--- src/rtl/game_pkg.sv ---
// Shared types for the SkyHop game sequencer: FSM states, layer-enable bundle and hold defaults.
package game_pkg;

    typedef enum logic [1:0] {
        START = 2'd0,
        READY = 2'd1,
        JUMP  = 2'd2,
        OVER  = 2'd3
    } state_t;

    localparam int unsigned DEF_HOLD_CYCLES = 65_000_000;
    localparam int unsigned HOLD_W          = $clog2(DEF_HOLD_CYCLES);

    typedef struct packed {
        logic start_screen;
        logic blocks;
        logic time_bar;
        logic character;
        logic points;
        logic end_screen;
        logic bg_over;
    } layers_t;

    // Screen layers visible while the sequencer sits in a given state.
    function automatic layers_t layers_for(input state_t s);
        layers_t l;
        l = '0;
        case (s)
            START: l.start_screen = 1'b1;
            READY, JUMP: begin
                l.blocks    = 1'b1;
                l.time_bar  = 1'b1;
                l.character = 1'b1;
                l.points    = 1'b1;
            end
            OVER: begin
                l.end_screen = 1'b1;
                l.points     = 1'b1;
                l.bg_over    = 1'b1;
            end
            default: l = '0;
        endcase
        return l;
    endfunction

endpackage

--- src/rtl/game_controller_hold_timer.sv ---
// Loadable down-counter that stops at zero; flags when the end-screen hold has expired.
module hold_timer
    import game_pkg::*;
#(
    parameter int unsigned W = HOLD_W
) (
    input  logic         clk,
    input  logic         rst_n,
    input  logic         i_load,
    input  logic [W-1:0] i_load_val,
    output logic         o_zero_c
);

    logic [W-1:0] r_count;

    always_ff @(posedge clk or negedge rst_n) begin
        if (!rst_n) begin
            r_count <= '0;
        end else if (i_load) begin
            r_count <= i_load_val;
        end else if (r_count != '0) begin
            r_count <= r_count - W'(1);
        end
    end

    assign o_zero_c = (r_count == '0);

endmodule

--- src/rtl/game_controller.sv ---
// SkyHop game sequencer: start/ready/jump/over flow, layer enables, jump/timer pulses and score.
// Optional GAME_CTRL_BEST_SCORE_EN adds a best_score output kept across games until reset.
module game_controller
    import game_pkg::*;
#(
    parameter int unsigned SCORE_W     = 10,
    parameter int unsigned HOLD_CYCLES = DEF_HOLD_CYCLES
) (
    input  logic               clk,
    input  logic               rst,
    input  logic               key_start,
    input  logic               key_left,
    input  logic               key_right,
    input  logic               jump_fail,
    input  logic               time_elapsed,
    input  logic               character_landed,
    output logic               start_screen_en,
    output logic               blocks_en,
    output logic               time_bar_en,
    output logic               character_en,
    output logic               points_en,
    output logic               end_screen_en,
    output logic               bg_clor_select,
    output logic               jump_left,
    output logic               jump_right,
    output logic               timer_start,
`ifdef GAME_CTRL_BEST_SCORE_EN
    output logic [SCORE_W-1:0] best_score,
`endif
    output logic [SCORE_W-1:0] score
);

    localparam int unsigned        CNT_W     = (HOLD_CYCLES > 1) ? $clog2(HOLD_CYCLES) : 1;
    localparam logic [CNT_W-1:0]   HOLD_LOAD = CNT_W'(HOLD_CYCLES - 1);
    localparam logic [SCORE_W-1:0] SCORE_MAX = '1;

    state_t             r_state;
    layers_t            r_layers;
    logic               r_jump_left;
    logic               r_jump_right;
    logic               r_timer_start;
    logic [SCORE_W-1:0] r_score;

    state_t w_next;
    logic   w_jump_left;
    logic   w_jump_right;
    logic   w_timer_start;
    logic   w_score_clr;
    logic   w_score_inc;
    logic   w_enter_over;
    logic   w_hold_zero;

    hold_timer #(.W(CNT_W)) u_hold_timer (
        .clk        (clk),
        .rst_n      (rst),
        .i_load     (w_enter_over),
        .i_load_val (HOLD_LOAD),
        .o_zero_c   (w_hold_zero)
    );

    // Next-state and pulse decode; jump_fail outranks time_elapsed outranks landing.
    always_comb begin
        w_next        = r_state;
        w_jump_left   = 1'b0;
        w_jump_right  = 1'b0;
        w_timer_start = 1'b0;
        w_score_clr   = 1'b0;
        w_score_inc   = 1'b0;
        case (r_state)
            START: begin
                if (key_start) begin
                    w_next        = READY;
                    w_timer_start = 1'b1;
                    w_score_clr   = 1'b1;
                end
            end
            READY: begin
                if (time_elapsed) begin
                    w_next = OVER;
                end else if (key_left ^ key_right) begin
                    w_next       = JUMP;
                    w_jump_left  = key_left;
                    w_jump_right = key_right;
                end
            end
            JUMP: begin
                if (jump_fail || time_elapsed) begin
                    w_next = OVER;
                end else if (character_landed) begin
                    w_next        = READY;
                    w_timer_start = 1'b1;
                    w_score_inc   = 1'b1;
                end
            end
            OVER: begin
                if (key_start && w_hold_zero) begin
                    w_next = START;
                end
            end
            default: w_next = START;
        endcase
    end

    assign w_enter_over = (w_next == OVER) && (r_state != OVER);

    always_ff @(posedge clk or negedge rst) begin
        if (!rst) begin
            r_state       <= START;
            r_layers      <= layers_for(START);
            r_jump_left   <= 1'b0;
            r_jump_right  <= 1'b0;
            r_timer_start <= 1'b0;
            r_score       <= '0;
        end else begin
            r_state       <= w_next;
            r_layers      <= layers_for(w_next);
            r_jump_left   <= w_jump_left;
            r_jump_right  <= w_jump_right;
            r_timer_start <= w_timer_start;
            if (w_score_clr) begin
                r_score <= '0;
            end else if (w_score_inc && (r_score != SCORE_MAX)) begin
                r_score <= r_score + SCORE_W'(1);
            end
        end
    end

`ifdef GAME_CTRL_BEST_SCORE_EN
    logic [SCORE_W-1:0] r_best_score;

    // Score cannot change on the cycle OVER is entered, so r_score is the final game score.
    always_ff @(posedge clk or negedge rst) begin
        if (!rst) begin
            r_best_score <= '0;
        end else if (w_enter_over && (r_score > r_best_score)) begin
            r_best_score <= r_score;
        end
    end

    assign best_score = r_best_score;
`endif

    assign start_screen_en = r_layers.start_screen;
    assign blocks_en       = r_layers.blocks;
    assign time_bar_en     = r_layers.time_bar;
    assign character_en    = r_layers.character;
    assign points_en       = r_layers.points;
    assign end_screen_en   = r_layers.end_screen;
    assign bg_clor_select  = r_layers.bg_over;
    assign jump_left       = r_jump_left;
    assign jump_right      = r_jump_right;
    assign timer_start     = r_timer_start;
    assign score           = r_score;

endmodule

--- config.mk ---
export PLATFORM = sky130hd
export DESIGN_NAME = game_controller
export DESIGN_NICKNAME = d
export VERILOG_FILES = /design/src/rtl/game_pkg.sv /design/src/rtl/game_controller_hold_timer.sv /design/src/rtl/game_controller.sv
export SDC_FILE = /design/constraint.sdc
export NUM_CORES = 1
export LEC_CHECK = 0
export ABC_AREA = 1
export BUFFER_PORTS_ARGS = -buffer_cell sky130_fd_sc_hd__clkbuf_2
export CORE_MARGIN = 2
export CORE_UTILIZATION = 50
export DETAILED_ROUTE_END_ITERATION = 16
export PLACE_DENSITY_LB_ADDON = 0.25
export SYNTH_ARGS = -nofsm -noshare
export SYNTH_HDL_FRONTEND = slang
export SYNTH_SLANG_ARGS = --single-unit
--- constraint.sdc ---
create_clock -name clk -period 3 [get_ports clk]
set_clock_uncertainty 0.1 [all_clocks]
set_input_delay 0.3 -clock clk [delete_from_list [all_inputs] [get_ports clk]]
set_output_delay 0.3 -clock clk [all_outputs]
set_load 0.005 [all_outputs]
# After elaboration in Yosys (flattened, before gate mapping)
# Index checks and enable logic that the tools add are counted.
# totals
mem_bits_ro,0
mem_count,0
mem_bits_rw,0
elab_cells,63
ff_bits,48
latchBits,0
# op_classes
shifts,0
n_reduce_logical,12
bitwise_logic,1
muxes,27
n_div,0
addsub,2
order_cmp,0
n_eq_ne,8
mul,0
# op_table
cell,count
26-bit 2-to-1 mux,2
26-bit zero test,1
26-bit nonzero test,1
"26-bit by 1-bit subtractor with 26-bit output, second input constant",1
10-bit 2-to-1 mux,2
2-bit 2-to-1 mux,7
1-bit 2-to-1 mux,13
"10-bit by 1-bit adder with 10-bit output, second input constant",1
"10-bit inequality test, second input constant",1
"2-bit equality test, second input constant",4
2-bit case mux with 4 select lines,1
"2-bit by 1-bit equality test with 1-bit output, second input constant",2
2-bit zero test,2
2-bit nonzero test,2
1-bit logical AND,3
3-bit 2-to-1 mux,1
3-bit OR reduction,1
"2-bit inequality test, second input constant",1
1-bit case mux with 2 select lines,1
2-bit OR reduction,1
1-bit logical OR,1
1-bit XOR,1

# Logic depth before layout (Yosys ltp)
# Gate-level depths: netlist of run 1.
# depth
depth_word,7
mapped_depth,15
mapped_depth_nobuf,14

# Modules after synthesis
# Synthesis of run 1 repeated with hierarchy kept, for this count alone.
# unflattened
hier_cells,400
hier_area_um2,2931.6
# by_module_without_submodules
module,cells_per_inst,n_inst,seq_area_each_um2,area_each_um2
hold_timer,277,1,650.6,1928.1
game_controller,123,1,476.7,1003.5

# Worst setup path after synthesis of run 1
# Ideal clock, no wire load.
# synth_path
path_type,flip-flop to flip-flop
start,reg u_hold_timer.r_count[0]
end,reg u_hold_timer.r_count[0]
path_buffers,0
required_time_ns,2.774
t_arrival_ns,2.284
slack_ns,0.490
setup_time_ns,0.126
synth_period_minus_slack_ns,2.510
path_stages_with_launch,15
cell_sequence,dfrtp_1 inv_1 ha_1 inv_1 nor2_1 nand3_1 nor2_2 nand4_1 a21oi_1 inv_1 ha_1 nand2_1 clkinv_1 o21ai_0 o21ai_2
# synth_via
elab_chain_cells,7
# synth_rtl
element,line_no,text
start: declaration,game_controller_hold_timer.sv:14,logic [W-1:0] r_count;
start signal: assignment,game_controller_hold_timer.sv:20,r_count <= i_load_val;
start signal: assignment,game_controller_hold_timer.sv:22,r_count <= r_count - W'(1);
26-bit zero test *,game_controller_hold_timer.sv:26,assign o_zero_c = (r_count == '0);
1-bit logical AND *,game_controller.sv:96,if (key_start && w_hold_zero) begin
2-bit 2-to-1 mux *,game_controller.sv:96,
2-bit case mux with 4 select lines *,game_controller.sv:69,case (r_state)
named net w_next[1],game_controller.sv:44,state_t w_next;
2-bit equality test *,game_controller.sv:104,assign w_enter_over = (w_next == OVER) && (r_state != OVER);
1-bit logical AND *,game_controller.sv:104,
26-bit 2-to-1 mux or 2-bit nonzero test (tied branches),-,
# Mark *: on every way through the listed nets, which the timed path passes. The rest lies on a longest branch. The select of a mux whose other input is x is not followed.
# A chain may end at the register's enable or synchronous reset.

# Worst setup path after layout of run 1
# layout_path
start,reg u_hold_timer.r_count[0]
end,reg u_hold_timer.r_count[25]
# Same word-level chain as after synthesis.

==> reports/results.ini, run 1 <==
[setup_path]
worstSetupEndpointType = flip-flop
arrival_ns = 2.78
max_stage_delay_ns = 0.39
cp_data_required_time_ns = 3.10
cp-start-kind = flip-flop
cp_slowest_cell = dfrtp_1
r2r_cells = 15
crit_chain = inv_1, ha_1, inv_1, nor2_1, nand3_1, nor2_2, nand4_1, a21oi_2, inv_1, ha_1, nand2_2, nand4_2, buf_4, nand3b_1, nand2_1
cp_common_cell = inv_1
critical_path_class = reg -> reg
cp_max_fo = 7

[route]
drcViolationCount = 0
dr_wl_met3_um = 360
avgRoutedWirePerCell_um = 13.1
dr.pass1.iters = 4
wirelength_mm = 6.24
routedLengthMet1_mm = 2.88
vias = 2462
viasPerCell = 5.16
top_layer_used = met4
wl_met2_mm = 2.88
drtAntennaViolNets = 0
drtIter0Drc = 149

[timing]
report.final.slew_viol_count = 0
min_period_ns = 2.68
worst_pin_slew_ns = 0.561
finalHoldViolations = 0
timing.fmax_mhz = 373
period_share_pct = 89.4
slew_headroom_pct = 62.6
finalSetupViolCount = 0
rsz0062_at_grt = false
setup_tns_ns = 0

[synth]
synthCells = 371
synth_area_leaders = dfrtp_1, nand2_1, nor2_1
yosysSeqAreaShare_pct = 41.5
synth_seq_cells = 45
yosys_warnings = 0
syn_area_mm2 = 0.00272
synth_top_cell_area_share_pct = 40.5
avgSynthCellArea_um2 = 7.32
synth_fp_nets = 387
synth_top_cell_by_area = dfrtp_1
synth.distinct_cells = 29

[clocking]
cts.sinks = 45
postCtsSetupBuffers = 0
htreeDepth = 2
clockRootBuffer = clkbuf_8
cts_tree = yes
cts_buffer_depth = 2
cts_buffers = 5
clk_latency_ns = 0.30
path_clk_slew_ns = 0.09

[power]
p_leak_nw = 1.46
cellPowerDensity_mw_per_mm2 = 599
power_w = 0.00183
peakVddDrop_mv = 0.524

[global_routing]
grt_pass1_vias = 2303
grt_util_all_layers_pct = 22.2
grt.overflow.total = 0
grt_max_degree = 26
antenna_found_initial = 0
grt_pass1_wl_mm = 10.6

[floorplanning]
num_rows = 26
io_pins = 28
dieWidth_um = 77.7
dieArea_mm2 = 0.00604
core_area_mm2 = 0.00517
die_h_um = 77.7
initial_core_util_pct = 52.5

[finish]
layout.nets = 422
seqCellArea_mm2 = 0.00113
diodes = 0
multiInputGateArea_mm2 = 0.00137
n_fill_cell = 483
largest_reg_flops = 26
regMostFlops = u_hold_timer.r_count
syn2layout_area_growth_pct = 12.5
drive_above_1_share_pct = 15.7

[status]
status = finished clean

[run]
drv_cap = 0

[place]
place.gp.congestion = 0.899
port-buffer-count = 27
dp_hpwl_mm = 4.71

[hold_path]
min_path_type = in -> reg
hold_depth = 2

[metal layers]
metal	vias to the layer above	global-route usage, %
met3	13	5.00
met2	73	34.7
met5	-	0
li1	1257	-
met4	0	8.21
met1	1119	30.2
[cell usage after synthesis (all sizes together)]
master,instances
nor2,66
nor3,8
dfstp,1
ha,8
a21oi,10
o21a,1
o21ai,20
inv,46
xnor2,3
dfrtp,44
nand3,38
a21o,2
nand2,92
clkinv,1
buf,5
nand4,10
xor2,3
clkbuf,1
or2,4
nand3b,7
o21bai,1
[per-stage QoR]
step | util [%] | instances | setup WS [ns] | area (um2) | hold WS [ns]
2_1_floorplan | - | 371 | 0.490 | 2720 | -0.0956
3_3_place_gp | 56.7 | 468 | 0.292 | 2940 | 0.216
3_5_place_dp | 56.7 | 468 | 0.209 | 2940 | 0.220
4_1_cts | 58.9 | 477 | 0.189 | 3050 | 0.103
5_1_grt | 59.1 | 477 | 0.0451 | 3060 | 0.121
6_report | 59.1 | 477 | 0.317 | 3060 | 0.110
[cell type report]
type | count | area share [%]
multi-input cells | 273 | 44.8
flip-flops and latches | 45 | 36.9
repair buffers | 34 | 6.22
inverters | 47 | 5.89
clock buffers | 7 | 3.15
well taps | 70 | 2.87
clock inverters | 1 | 0.164
[report_power, final]
group          internal, W  leakage (nW)  switching [W]
Clock             0.000209        0.0542       0.000218
Sequential        0.000699         0.516      0.0000761
Combinational     0.000221         0.892       0.000409
[worst paths after layout]
path	from	to	slack, ns
setup / recovery	u_hold_timer.r_count[0]$_DFFE_PN0P_	u_hold_timer.r_count[25]$_DFFE_PN0P_	0.32
hold / removal	time_elapsed	jump_right$_DFF_PN0_	0.11
setup reg to reg	u_hold_timer.r_count[0]$_DFFE_PN0P_	u_hold_timer.r_count[25]$_DFFE_PN0P_	0.32
hold reg to reg	u_hold_timer.r_count[3]$_DFFE_PN0P_	u_hold_timer.r_count[3]$_DFFE_PN0P_	0.42
max in group asynchronous	rst	start_screen_en$_DFF_PN1_	1.62
min in group asynchronous	rst	u_hold_timer.r_count[17]$_DFFE_PN0P_	0.40
[layout by cell type (no fill, tap or decap), types with 9 or more instances in the layout]
master and count:
inv_1 46, a21oi_1 9, clkbuf_2 27, o21ai_0 16, nand4_1 9, nor2_1 60, nand2_1 89, nand3_1 37
dfrtp_1 44
[repair_timing]
action | in CTS | in global routing
hold buffers | 1 | 0
resized for setup | 0 | 3
setup endpoints to repair | 0 | 12
hold endpoints to repair | 20 | 0
[critical path, delay by kind of cell (launching register included)]
kind	cells	cell delay, ns
compound gates	1	0.21
simple gates	8	0.98
flops	1	0.39
buf+inv	4	0.52
fa+ha+maj	2	0.39
[cell families after synthesis]
logic type / share of synthesized area, %
xor+xnor: 1.93
buf+inv: 8.29
fa+ha+maj: 3.69
flops: 41.5
simple gates: 37.4
compound gates: 7.23
Note: power is estimated with default switching activity, not from simulation.
==> run 2: changes to the inputs <==
--- a/config.mk
+++ b/config.mk
@@ -5,7 +5,7 @@
 export SDC_FILE = /design/constraint.sdc
 export NUM_CORES = 1
 export LEC_CHECK = 0
-export ABC_AREA = 1
+export ABC_AREA = 0
 export BUFFER_PORTS_ARGS = -buffer_cell sky130_fd_sc_hd__clkbuf_2
 export CORE_MARGIN = 2
 export CORE_UTILIZATION = 50
==> run 2 against run 1 <==
Power shrank 20%. Combinational power is 46% lower. Routed wire length down 23%. Global-route usage decreased by 2.9 points. Non-clock buffer count is 5 higher. Critical endpoint is now u_hold_timer.r_count[4]$_DFFE_PN0P_. Via count fell by 20%. Register-to-register slack worse by 0.10 ns. Die area down 11%. Fmax decreased by 3.7%. Core utilization down 0.75 points.
==> reports/results.ini, run 2 <==
[status]
status = finished clean  ; unchanged

[synth]
synth_top_cell_by_area = dfrtp_1  ; unchanged
yosys_warnings = 0  ; unchanged
synth_top_cell_area_share_pct = 45.8  ; was 40.5%
yosysMostFrequentCell = dfrtp_1  ; was nand2_1
synth_common_cells = dfrtp_1, nand2_1, nor2_1  ; was nand2_1, nor2_1, inv_1
postSynth.asyncResetShare_pct = 100  ; unchanged
yosysSeqAreaShare_pct = 46.9  ; was 41.5%
syn_area_mm2 = 0.00240  ; was 0.00272 mm2
synth_area_leaders = dfrtp_1, nand2_1, ha_1  ; was dfrtp_1, nand2_1, nor2_1
synth_seq_cells = 45  ; unchanged
synth.distinct_cells = 48  ; was 29
synthCells = 253  ; was 371
synth_ff_type = dfrtp_1  ; unchanged
synth_fp_nets = 269  ; was 387
avgSynthCellArea_um2 = 9.50  ; was 7.32 um2
synth_edf_count = 0  ; unchanged

[hold_path]
hold_depth = 2  ; unchanged
min_path_type = in -> reg  ; unchanged

[global_routing]
grt_max_degree = 46  ; was 26
grt_pass1_vias = 1706  ; was 2303
grt_pass1_wl_mm = 7.94  ; was 10.6 mm
grt.overflow.total = 0  ; unchanged
antenna_found_initial = 0  ; unchanged
grt_util_all_layers_pct = 19.4  ; was 22.2%

[floorplanning]
num_rows = 25  ; was 26
io_pins = 28  ; unchanged
dieArea_mm2 = 0.00538  ; was 0.00604 mm2
dieWidth_um = 73.3  ; was 77.7 um
core_area_mm2 = 0.00469  ; was 0.00517 mm2
initial_core_util_pct = 51.2  ; was 52.5%
die_h_um = 73.3  ; was 77.7 um

[clocking]
clk_latency_ns = 0.30  ; about the same
cts_tree = yes  ; unchanged
cts.sinks = 45  ; unchanged
clockRootBuffer = clkbuf_8  ; unchanged
postCtsSetupBuffers = 0  ; unchanged
cts_buffers = 5  ; unchanged
path_clk_slew_ns = 0.09  ; about the same
cts_buffer_depth = 2  ; unchanged
htreeDepth = 2  ; unchanged

[timing]
slew_headroom_pct = 62.2  ; was 62.6%
min_period_ns = 2.79  ; was 2.68 ns
period_share_pct = 92.9  ; was 89.4%
finalSetupViolCount = 0  ; unchanged
rsz0062_at_grt = false  ; unchanged
setup_tns_ns = 0  ; unchanged
finalHoldViolations = 0  ; unchanged
worst_pin_slew_ns = 0.562  ; was 0.561 ns
report.final.slew_viol_count = 0  ; unchanged
timing.fmax_mhz = 359  ; was 373 MHz

[setup_path]
cp_common_cell = ha_1  ; was inv_1
cp_max_fo = 8  ; was 7
critical_path_class = reg -> reg  ; unchanged
arrival_ns = 2.86  ; was 2.78 ns
crit_chain = inv_1, ha_1, nor3b_2, nand4_1, nor2_1, nand2_1, a31o_2, ha_1, and2_1, buf_4, a21oi_1, o21ai_0  ; was inv_1, ha_1, inv_1, nor2_1, nand3_1, nor2_2, nand4_1, a21oi_2, inv_1, ha_1, nand2_2, nand4_2, buf_4, nand3b_1, nand2_1
worstSetupEndpointType = flip-flop  ; unchanged
r2r_cells = 12  ; was 15
max_stage_delay_ns = 0.42  ; was 0.39 ns
cp_slowest_cell = dfrtp_1  ; unchanged
cp-start-kind = flip-flop  ; unchanged
cp_data_required_time_ns = 3.07  ; was 3.10 ns

[place]
dp_hpwl_mm = 3.45  ; was 4.71 mm
place.gp.congestion = 0.815  ; was 0.899
dpl-instance-area_mm2 = 0.00263  ; was 0.00294 mm2
port-buffer-count = 27  ; unchanged

[run]
drv_cap = 0  ; unchanged

[route]
viasPerCell = 5.72  ; was 5.16
vias = 1966  ; was 2462
wirelength_mm = 4.81  ; was 6.24 mm
drtIter0Drc = 94  ; was 149
dr.pass1.iters = 4  ; unchanged
drcViolationCount = 0  ; unchanged
avgRoutedWirePerCell_um = 14.0  ; was 13.1 um
drtAntennaViolNets = 0  ; unchanged

[finish]
drive_above_1_share_pct = 20.3  ; was 15.7%
regMostFlops = u_hold_timer.r_count  ; unchanged
syn2layout_area_growth_pct = 13.9  ; was 12.5%
layout.nets = 305  ; was 422
largest_reg_flops = 26  ; unchanged
mostFrequentLayoutCells = dfrtp_1, nand2_1, clkbuf_2, nor2_1  ; was nand2_1, nor2_1, inv_1, dfrtp_1, nand3_1
final_cell_area_mm2 = 0.00274  ; was 0.00306 mm2
diodes = 0  ; unchanged
final_common_cell = dfrtp_1  ; was nand2_1

[power]
switching_share_pct = 32.7  ; was 38.4%
cellPowerDensity_mw_per_mm2 = 532  ; was 599 mW/mm2
combPwrFrac_pct = 23.3  ; was 34.4%
switching_power_w = 0.000476  ; was 0.000702 W
intPower_w = 0.000982  ; was 0.00113 W
p_clk_share_pct = 25.9  ; was 23.3%
peakVddDrop_mv = 0.533  ; was 0.524 mV
p_leak_nw = 1.11  ; was 1.46 nW
power_frac_seq_pct = 50.9  ; was 42.3%

-- run 2: logic make-up (layout without fill, tap and decap cells) --
family	after synthesis	in the layout	share of synthesized area [%]
and+or+nand+nor	127	127	29.3
DFF	45	45	46.9
AOI/OAI and AO/OA	43	43	11.0
buffers and inverters	16	53	3.33
xor gates and xnor gates	9	9	3.28
adders and majority gates	8	8	4.16
muxes	5	5	2.08
-- run 2: layout make-up --
type | instances | area, um2
fillers | 434 | 1950
multi-input cells | 192 | 1200
flip-flops and latches | 45 | 1130
repair buffers | 39 | 228
clock buffers | 5 | 68.8
well taps | 54 | 67.6
clock inverters | 3 | 22.5
inverters | 6 | 22.5
-- run 2: through the flow --
step / worst slack, ns / instances / util [%] / hold slack [ns] / power, W
3_5_place_dp: 0.126 / 335 / 56.1 / 0.322 / 0.00109
3_3_place_gp: 0.207 / 335 / 56.1 / 0.330 / 0.00109
5_1_grt: 0.00332 / 344 / 58.3 / 0.249 / 0.00156
2_1_floorplan: 0.0917 / 253 / - / -0.0956 / 0.000971
4_1_cts: 0.129 / 344 / 58.2 / 0.229 / 0.00147
6_report: 0.213 / 344 / 58.3 / 0.242 / 0.00146
-- run 2: critical path: cells and delay by family (launching register included) --
family                   cells  cell delay (ns)
AND/OR/NAND/NOR              5             0.97
flip-flops                   1             0.42
adder cells (fa/ha/maj)      2             0.38
buffers and inverters        2             0.33
AO/OA/AOI/OAI                3             0.47
-- run 2: power groups by stage --
stage	Clock (W)	Combinational, W	Sequential, W
detailed placement	0	0.000342	0.000752
global route	0.000413	0.000390	0.000755
floorplan	0	0.000240	0.000731
global placement	0	0.000337	0.000749
CTS	0.000390	0.000344	0.000741
finish	0.000377	0.000339	0.000742
-- run 2: routing by layer --
metal | GRT usage, % | wire length [um] | share of wire, % | vias up
li1 | - | - | - | 1000
met2 | 28.1 | 2120 | 44 | 35
met1 | 27.9 | 2440 | 51 | 926
met4 | 7.88 | 74 | 1.5 | 0
met5 | 0 | 0 | 0 | -
met3 | 4.53 | 177 | 3.7 | 5
-- run 2: what timing repair did --
item | 4_1_cts | 5_1_grt
endpoints found under the setup margin | 0 | 4
gates resized for setup | 0 | 1
hold buffers | 1 | 0
hold endpoints to repair | 15 | 0
-- run 2: worst paths after layout --
path,slack (ns),to,from
max in group asynchronous,1.90,score[9]$_DFFE_PN0P_,rst
worst min-delay path,0.24,r_state[0]$_DFF_PN0_,key_start
worst max-delay path,0.21,u_hold_timer.r_count[4]$_DFFE_PN0P_,u_hold_timer.r_count[0]$_DFFE_PN0P_
worst min register to register,0.42,score[3]$_DFFE_PN0P_,score[3]$_DFFE_PN0P_
min in group asynchronous,0.51,u_hold_timer.r_count[2]$_DFFE_PN0P_,rst
worst max register to register,0.21,u_hold_timer.r_count[4]$_DFFE_PN0P_,u_hold_timer.r_count[0]$_DFFE_PN0P_
==> run 3: changes to the inputs <==
==> constraint.sdc (replaced) <==
create_clock -name clk -period 2.2 [get_ports clk]
set_clock_uncertainty 0.1 [all_clocks]
set_input_delay 0.22 -clock clk [delete_from_list [all_inputs] [get_ports clk]]
set_output_delay 0.22 -clock clk [all_outputs]
set_load 0.005 [all_outputs]
==> run 3 against run 2 <==
Combinational power rose to 3.0 times the previous value. Cell count rose by 14%. Cell area rose by 25%. The run now ends with negative setup slack left. Clock power rose by 69%. Worst hold slack got worse by 0.087 ns. Die area did not move. Sequential share of layout area down 8.2 points. Flip-flop and latch count did not move. Setup slack worse by 0.41 ns.
==> reports/results.ini, run 3 (synthesis results as in run 2) <==
[setup_path]
max_stage_delay_ns = 0.46  ; was 0.42 ns
cp-start-kind = flip-flop  ; unchanged
cp_data_required_time_ns = 2.34  ; was 3.07 ns
timing.rr.start = u_hold_timer.r_count[0]$_DFFE_PN0P_  ; unchanged
cp_slowest_cell = or4b_4  ; was dfrtp_1
worstSetupEndpointType = flip-flop  ; unchanged
crit_family = simple AND/OR/NAND/NOR gates  ; unchanged
cp_max_fo = 4  ; was 8
critical_path_class = reg -> reg  ; unchanged
crit_chain = inv_2, buf_4, ha_4, or4b_4, or2_4, or3_4, or3_1, a21oi_1  ; was inv_1, ha_1, nor3b_2, nand4_1, nor2_1, nand2_1, a31o_2, ha_1, and2_1, buf_4, a21oi_1, o21ai_0
critical_path_buf_inv_count = 2  ; unchanged
arrival_ns = 2.55  ; was 2.86 ns
startpoint = u_hold_timer.r_count[0]$_DFFE_PN0P_  ; unchanged

[timing]
timing.hold.ws_ns = 0.156  ; was 0.242 ns
period_share_pct = 109  ; was 92.9%
slew_headroom_pct = 58.6  ; was 62.2%
timing.fmax_mhz = 416  ; was 359 MHz
setup_ws_ns = -0.201  ; was 0.213 ns
finalHoldViolations = 0  ; unchanged
min_period_ns = 2.40  ; was 2.79 ns
finalSetupViolCount = 26  ; was 0
worst_pin_slew_ns = 0.615  ; was 0.562 ns
rsz0062_at_grt = true  ; was false
report.final.slew_viol_count = 0  ; unchanged

[floorplanning]
dieArea_mm2 = 0.00538  ; unchanged
io_pins = 28  ; unchanged
dieWidth_um = 73.3  ; unchanged
core_area_mm2 = 0.00469  ; unchanged
die_h_um = 73.3  ; unchanged
initial_core_util_pct = 51.2  ; unchanged
num_rows = 25  ; unchanged

[finish]
seqCellArea_mm2 = 0.00113  ; unchanged
final_common_cell = buf_4  ; was dfrtp_1
diodes = 0  ; unchanged
largest_reg_flops = 26  ; unchanged
syn2layout_area_growth_pct = 42.3  ; was 13.9%
regMostFlops = u_hold_timer.r_count  ; unchanged
n_fill_cell = 319  ; was 434
layout.nets = 352  ; was 305
mostFrequentLayoutCells = buf_4, dfrtp_1, clkbuf_2, nand2_1, nor2_1  ; was dfrtp_1, nand2_1, clkbuf_2, nor2_1
multiInputGateArea_mm2 = 0.00147  ; was 0.00120 mm2
instances_no_fill = 391  ; was 344
final_cell_area_mm2 = 0.00342  ; was 0.00274 mm2
drive_above_1_share_pct = 44.5  ; was 20.3%

[power]
cellPowerDensity_mw_per_mm2 = 771  ; was 532 mW/mm2
power_w = 0.00264  ; was 0.00146 W
peakVddDrop_mv = 0.734  ; was 0.533 mV
intPower_w = 0.00176  ; was 0.000982 W
p_clk_share_pct = 24.2  ; was 25.9%
power_frac_seq_pct = 37.1  ; was 50.9%
combPwrFrac_pct = 38.7  ; was 23.3%
switching_power_w = 0.000879  ; was 0.000476 W
switching_share_pct = 33.3  ; was 32.7%
p_leak_nw = 1.41  ; was 1.11 nW

[place]
dpl_worst_slack_ns = -0.169  ; was 0.126 ns
place.gp.congestion = 0.862  ; was 0.815
dpl-instance-area_mm2 = 0.00298  ; was 0.00263 mm2
port-buffer-count = 27  ; unchanged
dp_hpwl_mm = 4.15  ; was 3.45 mm
place_inst = 370  ; was 335

[route]
drtIter0Drc = 138  ; was 94
drtAntennaViolNets = 0  ; unchanged
dr.pass1.iters = 4  ; unchanged
avgRoutedWirePerCell_um = 16.1  ; was 14.0 um
drcViolationCount = 0  ; unchanged
vias = 2259  ; was 1966
viasPerCell = 5.78  ; was 5.72
wirelength_mm = 6.31  ; was 4.81 mm

[status]
status = finished, violations left  ; was finished clean
violations = negative setup slack

[global_routing]
antenna_found_initial = 0  ; unchanged
grt_pass1_wl_mm = 9.55  ; was 7.94 mm
grt_pass1_vias = 2090  ; was 1706
grt_max_degree = 46  ; unchanged
grt.overflow.total = 0  ; unchanged
grt_util_all_layers_pct = 23.4  ; was 19.4%

[clocking]
cts.sinks = 45  ; unchanged
cts_buffers = 5  ; unchanged
path_clk_slew_ns = 0.09  ; about the same
clockRootBuffer = clkbuf_8  ; unchanged
cts_buffer_depth = 2  ; unchanged
htreeDepth = 2  ; unchanged
cts_tree = yes  ; unchanged
clk_latency_ns = 0.31  ; was 0.30 ns

[hold_path]
min-delay-start = key_right  ; was key_start
min_path_type = in -> reg  ; unchanged

[run]
drv_cap = 0  ; unchanged

## run 3: worst register-to-register path, stage by stage, from the launching register on
cell	delay, ns
dfrtp_1	0.40
inv_2	0.10
buf_4	0.13
ha_4	0.13
or4b_4	0.46
or2_4	0.26
or3_4	0.33
or3_1	0.31
a21oi_1	0.12
## run 3: stage by stage
step           utilization (%)  setup TNS [ns]
4_1_cts                   69.3           -2.96
3_5_place_dp              63.5           -2.91
5_1_grt                   72.9           -5.06
6_report                  72.9           -2.55
3_3_place_gp              63.5           -1.05
2_1_floorplan                -           -4.63
## run 3: layout make-up
type                       instances  area share, %
timing repair buffer              86           18.0
clock inverter                     3           1.35
multi-input combinational        192           43.1
inverter                           6          0.658
clock buffer                       5           2.01
tap                               54           1.98
sequential                        45           33.0
## run 3: path summary, 6_finish.rpt
check                                                        to  slack [ns]  cells past startpoint
min in group asynchronous  u_hold_timer.r_count[13]$_DFFE_PN0P_        0.41                      3
max in group asynchronous             start_screen_en$_DFF_PN1_        1.17                      3
max                        u_hold_timer.r_count[10]$_DFFE_PN0P_       -0.20                      8
max reg2reg                u_hold_timer.r_count[10]$_DFFE_PN0P_       -0.20                      8
min reg2reg                                score[3]$_DFFE_PN0P_        0.43                      1
min                                        jump_right$_DFF_PN0_        0.16                      3
## run 3: per-layer routing
layer	global-route usage, %	vias to the layer above	share of wire, %
li1	-	1087	-
met1	30.0	1115	42
met2	38.9	44	52
met3	5.08	13	3.4
met4	8.69	0	2.0
met5	0	-	0
## run 3: timing repair
item                       CTS  global route
gates resized for setup     24            29
pin swaps                    7            10
setup buffers                9             7
hold endpoints to repair    44             0
hold buffers                 1             0
setup endpoints to repair   26            28
## run 3: power groups by stage
| stage | clock network (W) | logic, W | registers, W |
|---|---|---|---|
| floorplan | 0 | 0.000425 | 0.00100 |
| global placement | 0 | 0.000655 | 0.000990 |
| detailed placement | 0 | 0.000674 | 0.000993 |
| CTS | 0.000647 | 0.000817 | 0.000977 |
| global route | 0.000681 | 0.00110 | 0.000989 |
| finish | 0.000638 | 0.00102 | 0.000977 |
